### src/rtl/turf_pkg.sv
// Shared types and constants for the turf-painting game: round states,
// paint-RAM geometry and the colour codes stored in the paint RAM.
package turf_pkg;

    typedef enum logic [2:0] {
        IDLE   = 3'd0,
        CLEAR  = 3'd1,
        PLAY   = 3'd2,
        TALLY  = 3'd3,
        RESULT = 3'd4
    } round_state_t;

    localparam logic [14:0] PAINT_MAX_ADDR = 15'b10011110_1110111;

    localparam logic [2:0] BLANK = 3'b000;
    localparam logic [2:0] P1    = 3'b001;
    localparam logic [2:0] P2    = 3'b010;
    localparam logic [2:0] P3    = 3'b100;
    localparam logic [2:0] P4    = 3'b110;

endpackage

### src/rtl/round_controller_rise_detect.sv
// Registered rising-edge detector; the previous-value register resets to
// RESET_VAL so a level already high at reset release is not seen as an edge.
module rise_detect #(
    parameter logic RESET_VAL = 1'b1
) (
    input  logic clk,
    input  logic reset,
    input  logic din,
    output logic rise
);

    logic prev_r;

    // Previous-cycle copy of the input level
    always_ff @(posedge clk) begin
        if (reset) begin
            prev_r <= RESET_VAL;
        end else begin
            prev_r <= din;
        end
    end

    assign rise = din & ~prev_r;

endmodule

### src/rtl/round_controller.sv
// Game-round sequencer: clears the paint RAM, runs a timed round, triggers
// the tally and holds the winner until the next start request.
module round_controller
    import turf_pkg::*;
#(
    parameter int ROUND_TICKS = 80,
    parameter int MAX_ADDR    = 20343,
    parameter int ADDR_W      = 15
) (
    input  logic              CLOCK_50,
    input  logic              reset,
    input  logic              start_req,
    input  logic              tick,
    input  logic              tally_done,
    input  logic [1:0]        winner,
    output logic              running,
    output logic              tally_start,
    output logic              clr_wren,
    output logic [ADDR_W-1:0] clr_address,
    output logic [2:0]        clr_data,
    output logic [7:0]        ticks_left,
    output logic [1:0]        winner_q,
    output logic              winner_valid
);

    localparam logic [ADDR_W-1:0] LAST_ADDR  = ADDR_W'(MAX_ADDR);
    localparam logic [ADDR_W-1:0] ADDR_ONE   = ADDR_W'(1);
    localparam logic [ADDR_W-1:0] ADDR_ZERO  = ADDR_W'(0);
    localparam logic [7:0]        TICKS_INIT = 8'(ROUND_TICKS);

    round_state_t      state_r, state_n;
    logic              start_rise_s;
    logic              running_r, running_n;
    logic              tally_start_r, tally_start_n;
    logic              clr_wren_r, clr_wren_n;
    logic [ADDR_W-1:0] clr_address_r, clr_address_n;
    logic [7:0]        ticks_left_r, ticks_left_n;
    logic [1:0]        winner_q_r, winner_q_n;
    logic              winner_valid_r, winner_valid_n;

    rise_detect #(.RESET_VAL(1'b1)) u_start_rise (
        .clk   (CLOCK_50),
        .reset (reset),
        .din   (start_req),
        .rise  (start_rise_s)
    );

    // Next-state and next-output logic; every output is registered
    always_comb begin
        state_n        = state_r;
        running_n      = running_r;
        tally_start_n  = 1'b0;
        clr_wren_n     = clr_wren_r;
        clr_address_n  = clr_address_r;
        ticks_left_n   = ticks_left_r;
        winner_q_n     = winner_q_r;
        winner_valid_n = winner_valid_r;
        case (state_r)
            IDLE: begin
                if (start_rise_s) begin
                    state_n       = CLEAR;
                    clr_wren_n    = 1'b1;
                    clr_address_n = ADDR_ZERO;
                end else begin
                    state_n = IDLE;
                end
            end
            CLEAR: begin
                if (clr_address_r >= LAST_ADDR) begin
                    state_n       = PLAY;
                    clr_wren_n    = 1'b0;
                    clr_address_n = ADDR_ZERO;
                    ticks_left_n  = TICKS_INIT;
                    running_n     = 1'b1;
                end else begin
                    clr_address_n = clr_address_r + ADDR_ONE;
                end
            end
            PLAY: begin
                if (tick) begin
                    if (ticks_left_r <= 8'd1) begin
                        state_n       = TALLY;
                        ticks_left_n  = 8'd0;
                        running_n     = 1'b0;
                        tally_start_n = 1'b1;
                    end else begin
                        ticks_left_n = ticks_left_r - 8'd1;
                    end
                end else begin
                    ticks_left_n = ticks_left_r;
                end
            end
            TALLY: begin
                // tally_start_r marks the first TALLY cycle, where a stale done is ignored
                if (!tally_start_r && tally_done) begin
                    state_n        = RESULT;
                    winner_q_n     = winner;
                    winner_valid_n = 1'b1;
                end else begin
                    state_n = TALLY;
                end
            end
            RESULT: begin
                if (start_rise_s) begin
                    state_n        = CLEAR;
                    winner_valid_n = 1'b0;
                    clr_wren_n     = 1'b1;
                    clr_address_n  = ADDR_ZERO;
                end else begin
                    state_n = RESULT;
                end
            end
            default: begin
                state_n        = IDLE;
                running_n      = 1'b0;
                clr_wren_n     = 1'b0;
                clr_address_n  = ADDR_ZERO;
                winner_valid_n = 1'b0;
            end
        endcase
    end

    // State and output registers
    always_ff @(posedge CLOCK_50) begin
        if (reset) begin
            state_r        <= IDLE;
            running_r      <= 1'b0;
            tally_start_r  <= 1'b0;
            clr_wren_r     <= 1'b0;
            clr_address_r  <= ADDR_ZERO;
            ticks_left_r   <= 8'd0;
            winner_q_r     <= 2'b00;
            winner_valid_r <= 1'b0;
        end else begin
            state_r        <= state_n;
            running_r      <= running_n;
            tally_start_r  <= tally_start_n;
            clr_wren_r     <= clr_wren_n;
            clr_address_r  <= clr_address_n;
            ticks_left_r   <= ticks_left_n;
            winner_q_r     <= winner_q_n;
            winner_valid_r <= winner_valid_n;
        end
    end

    assign running      = running_r;
    assign tally_start  = tally_start_r;
    assign clr_wren     = clr_wren_r;
    assign clr_address  = clr_address_r;
    assign clr_data     = BLANK;
    assign ticks_left   = ticks_left_r;
    assign winner_q     = winner_q_r;
    assign winner_valid = winner_valid_r;

endmodule

### config.mk
export PLATFORM = sky130hd
export DESIGN_NAME = round_controller
export DESIGN_NICKNAME = d
export VERILOG_FILES = /design/src/rtl/turf_pkg.sv /design/src/rtl/round_controller_rise_detect.sv /design/src/rtl/round_controller.sv
export SDC_FILE = /design/constraint.sdc
export NUM_CORES = 1
export LEC_CHECK = 0
export CORE_UTILIZATION = 54
export DETAILED_ROUTE_END_ITERATION = 8
export GPL_TIMING_DRIVEN = 1
export PLACE_DENSITY = 0.85
export SKIP_LAST_GASP = 1
export SLEW_MARGIN = 10
export SYNTH_ARGS = -nofsm -noshare
export SYNTH_HDL_FRONTEND = slang
export SYNTH_HIERARCHICAL = 1
export SYNTH_SLANG_ARGS = --single-unit
### constraint.sdc
create_clock -name CLOCK_50 -period 4.4 [get_ports CLOCK_50]
set_clock_uncertainty 0.2 [all_clocks]
set_input_delay 0.88 -clock CLOCK_50 [delete_from_list [all_inputs] [get_ports CLOCK_50]]
set_output_delay 0.88 -clock CLOCK_50 [all_outputs]
set_load 0.02 [all_outputs]
# [Word-level counts from Yosys, hierarchy flattened]
# Index checks and enable logic that the tools add are counted.
[word_totals] register_bits=33 output_inout_bits=32 wordCells=71
[op_classes] n_addsub=2 n_lt_le_gt_ge=2 eq_ne=10 muxes=25 bitwise=7 n_reduce_logical=16
[ops] cell="one-hot mux 15 bit (3 select lines)" count=1
[ops] cell="2-to-1 mux 15 bit" count=2
[ops] cell="2-to-1 mux 8 bit" count=3
[ops] cell="one-hot mux 8 bit (2 select lines)" count=1
[ops] cell="adder 15 x 1 -> 15 bit, second input constant" count=1
[ops] cell="greater-or-equal comparator 15 bit, second input constant" count=1
[ops] cell="2-to-1 mux 3 bit" count=5
[ops] cell="one-hot mux 3 bit (5 select lines)" count=1
[ops] cell="AND reduction 3 bit" count=4
[ops] cell="!= test 2 bit, second input constant" count=5
[ops] cell="2-to-1 mux 1 bit" count=9
[ops] cell="one-hot mux 1 bit (3 select lines)" count=3
[ops] cell="OR reduction 3 bit" count=3
[ops] cell="<= comparator 8 x 1 -> 1 bit, second input constant" count=1
[ops] cell="subtractor 8 x 1 -> 8 bit, second input constant" count=1
[ops] cell="equality test 3 x 2 -> 1 bit, second input constant" count=2
[ops] cell="NOT 1 bit" count=6
[ops] cell="AND reduction 2 bit" count=2
[ops] cell="AND reduction 4 bit" count=1
[ops] cell="OR reduction 2 bit" count=2
[ops] cell="equality test 3 x 1 -> 1 bit, second input constant" count=1
[ops] cell="equality test 3 bit, second input constant" count=1
[ops] cell="zero test 3 bit" count=1
[ops] cell="!= test 2 x 1 -> 1 bit, second input constant" count=1
[ops] cell="4 further kinds" count=4

# [Logic depth before layout (Yosys ltp)]
[logic_depth] word_depth=4 depth_mapped=7

# [Cells and area by module]
# Netlist, hierarchy kept.
[modules_own_cells] mod="round_controller" instances=1 cells_each=200 area_each_um2=1734.2 seq_area_each_um2=640.6
[modules_own_cells] mod="rise_detect" instances=1 cells_each=3 area_each_um2=32.5 seq_area_each_um2=20.0

# [Worst setup path after synthesis]
# No wires, ideal clock.
[synth_path] path_type="input port to flip-flop" from="input start_req" to="register clr_address_r[4] (netlist: clr_address[4])" setup_time_ns=0.078 arrival_time_ns=2.132 required_ns=4.122 setup_slack_ns=1.991 stages=7 path_buffers=2 cell_sequence="nor2b_1 -> or3_1 -> and2_0 -> clkbuf_1 -> a21boi_4 -> buf_4 -> nor3_1"
[synth_via] elab_chain_len=3
[synth_lines] element="from (decl)" line_no="round_controller.sv:12" source="input logic start_req,"
[synth_lines] element="AND 1 bit" line_no="round_controller_rise_detect.sv:23" source="assign rise = din & ~prev_r;"
[synth_lines] element="!= test 2 x 1 -> 1 bit (no source line)"
[synth_lines] element="AND reduction 2 bit (no source line)"
[synth_lines] element="to (signal assigned)" line_no="round_controller.sv:139" source="clr_address_r <= clr_address_n;"
[synth_lines] element="to (decl)" line_no="round_controller.sv:36" source="logic [ADDR_W-1:0] clr_address_r, clr_address_n;"
# Every way passes these cells.
# A chain may end at the register's enable or synchronous reset.

# [Final worst setup path]
[layout_path] from="input start_req" to="register clr_address_r[9] (netlist: clr_address[9])"
[layout_via] elab_chain_len=3
[layout_lines] element="AND 1 bit" line_no="round_controller_rise_detect.sv:23"
[layout_lines] element="net start_rise_s" line_no="round_controller.sv:32" source="logic start_rise_s;"
[layout_lines] element="!= test 2 x 1 -> 1 bit (no source line)"
[layout_lines] element="AND reduction 2 bit (no source line)"
# The timed path passes the listed nets, and every way through them passes these cells.

==> flow_summary.yaml <==
floorplan:
  core-area_um2: 3080
  fp.dieW_um: 59.2
  std_cell_rows: 20
  boundaryPins: 39
  die_area_um2: 3500
  die_y_um: 59.2
  start_util: 0.574
synth:
  ys_types: 59
  ys_ff_latch: 33
  yosysTopAreaCell: "dfxtp_1"
  syn_area_per_cell_um2: 8.70
  ys_seq_area_frac: 0.374
  postSynth.asyncResetShare: 0
  synth_warnings: 6
  yosys-top-cells-area: "dfxtp_1 37%, nor3_1 6.2%, xor2_1 3.5%"
  ys.flop_type: "dfxtp_1"
  synth.top_cell.area_share: 0.374
  synthCells: 203
  syn_area_um2: 1770
  synth-edff-count: 0
cts:
  cts_root_buffer: "clkbuf_4"
  clkLatencyLatePin_ns: 0.35
  cts_tree: "built"
  post_cts_buffers: 0
  post_cts_resized: 0
  clk_pin_slew_ns: 0.10
  cts_buffers: 5
  ctsHoldBuffers: 0
  cts_sinks: 33
  htreeDepth: 2
  cts_max_path_buffers: 2
critical_path:
  worstSetupPathType: "primary input to flop"
  cp_slowest_cell: "a21boi_4"
  crit_path_end_kind: "flop"
  cp_num_buf_inv: 1
  cpPeakStageDelay_ns: 0.48
  worst_ep_arrival_time_ns: 2.71
  cp_max_fo: 16
  cp_top_family: "simple AND/OR/NAND/NOR gates"
  path_cells: "clkdlybuf4s50_1 -> nor2b_1 -> or3_1 -> and2_0 -> a21boi_4 -> nor3_1"
  critPathLaunchType: "primary input"
  cp.required_ns: 4.41
route:
  initialDrtViolationCount: 104
  routed-via-count: 1641
  drt_wl_total_um: 3980
  vias_per_cell: 5.80
  drc: 0
  ant_nets: 0
  first_pass_iters: 4
  wire_per_inst_um: 14.1
global_route:
  grt_use_total: 0.247
  busiest_layer: "met2"
  gr-total-overflow: 0
  grt_pass1_vias: 1433
  grt_antenna_before_repair: 0
  grt_use_met1: 0.317
  grt_pass1_wl_um: 6400
  grt_max_degree: 20
  grt_util_met2: 0.368
  use_met3: 0.0677
timing:
  worst_pin_slew_ns: 0.793
  grt_setup_unrepaired: "no"
  min_period_over_period: 0.614
  maxSlewHeadroom: 0.470
  tns_ns: 0
  setup_ws_ns: 1.70
  hold-worst-slack_ns: 0.284
  fmax_mhz: 370
  fin_crit_ns: 2.70
  setup_viol: 0
  hold_viol: 0
  drv_slew: 0
placement:
  place_congestion: 0.891
  dp_slack_ns: 1.36
  numPortBuffers: 35
  dp_hpwl_um: 2800
  place_area_um2: 2130
finish:
  nets: 248
  fin_area_um2: 2210
  antenna_cells: 0
  area_growth_pct: 25.4
  drive_above_1_share: 0.0962
power_and_ir_drop:
  p_per_area_nw_per_um2: 269
  p_leak_nw: 0.749
  irDropWorstVdd_mv: 0.240
  total_power_mw: 0.595
worst_hold_path:
  min_path_type: "flop to flop"
status:
  status: "completed"
run:
  max_cap_violations: 0
==> sequential cells by signal, summed over array words and instances, names as in the netlist <==
signal and cells:
winner_q 2, state_r 3, clr_address 15, u_start_rise/prev_r 1, tally_start 1, winner_valid 1
ticks_left 8, clr_wren 1, running 1
==> cell usage after synthesis, types with 2 or more instances <==
cell	instances
ha_1	3
nand3b_1	2
mux2i_1	3
dfxtp_1	33
o21ai_0	9
nand3_1	7
or3_1	2
nand4_1	8
xnor2_1	6
nor4_1	3
nand2b_1	2
xor2_1	7
nand2_1	14
clkbuf_1	4
a211oi_1	2
inv_1	7
and4_1	2
o32ai_2	2
nand3_2	2
buf_4	5
a32o_1	2
nor3_1	22
nor2b_1	3
a21oi_1	6
nor2_1	13
==> through the flow <==
stage | std cells | utilization
2_1_floorplan | 205 | -
3_3_place_gp | 275 | 0.692
3_5_place_dp | 275 | 0.692
4_1_cts | 283 | 0.720
5_1_grt | 283 | 0.720
6_report | 283 | 0.720
==> metal layers <==
metal  share of wire  routed length (um)
met2            0.45                1770
met3           0.057                 227
met4           0.019                  77
met1            0.48                1900
met5               0                   0
==> path summary, 6_finish.rpt <==
kind	start	cells after the start	end	slack [ns]
setup / recovery	start_req	6	clr_address[9]	1.70
setup reg to reg	clr_address[7]	5	clr_address[9]	2.19
hold / removal	clr_wren	2	clr_wren	0.28
hold reg to reg	clr_wren	2	clr_wren	0.28
==> area by class of cell <==
| cell class | count | area [um2] |
|---|---|---|
| Fill cell | 253 | 863 |
| Tap cell | 44 | 55.1 |
| Clock inverter | 1 | 30.0 |
| Sequential cell | 33 | 661 |
| Clock buffer | 7 | 55.1 |
| Inverter | 8 | 30.0 |
| Timing Repair Buffer | 36 | 358 |
| Multi-Input combinational cell | 154 | 1030 |
==> tightest hold or removal path: stages, from the launching register on <==
cell and delay [ns]:
dfxtp_1 0.33, nand2_1 0.07, o21ai_1 0.05
==> cells by family after synthesis <==
| group | share of synthesized area |
|---|---|
| DFF | 0.374 |
| and+or+nand+nor | 0.285 |
| muxes | 0.0170 |
| AOI/OAI and AO/OA | 0.186 |
| xor gates and xnor gates | 0.0644 |
| other | 0.00212 |
| buffers and inverters | 0.0496 |
| adders and majority gates | 0.0212 |
==> power by group <==
part	internal [mW]	switching (mW)
logic	0.0181	0.0258
clock network	0.136	0.108
registers	0.302	0.00480
==> cell usage in the layout, fill, tap and decap left out, drive strengths merged, types with 4 or more instances in the layout <==
cell	instances
xnor2	6
clkdlybuf4s50	35
a21oi	7
clkbuf	7
dfxtp	33
inv	7
nor2	13
nor4	4
nor3	22
nand4	8
o21ai	11
nand3	9
nand2	14
xor2	7
Power figures use the tool's default switching activity.
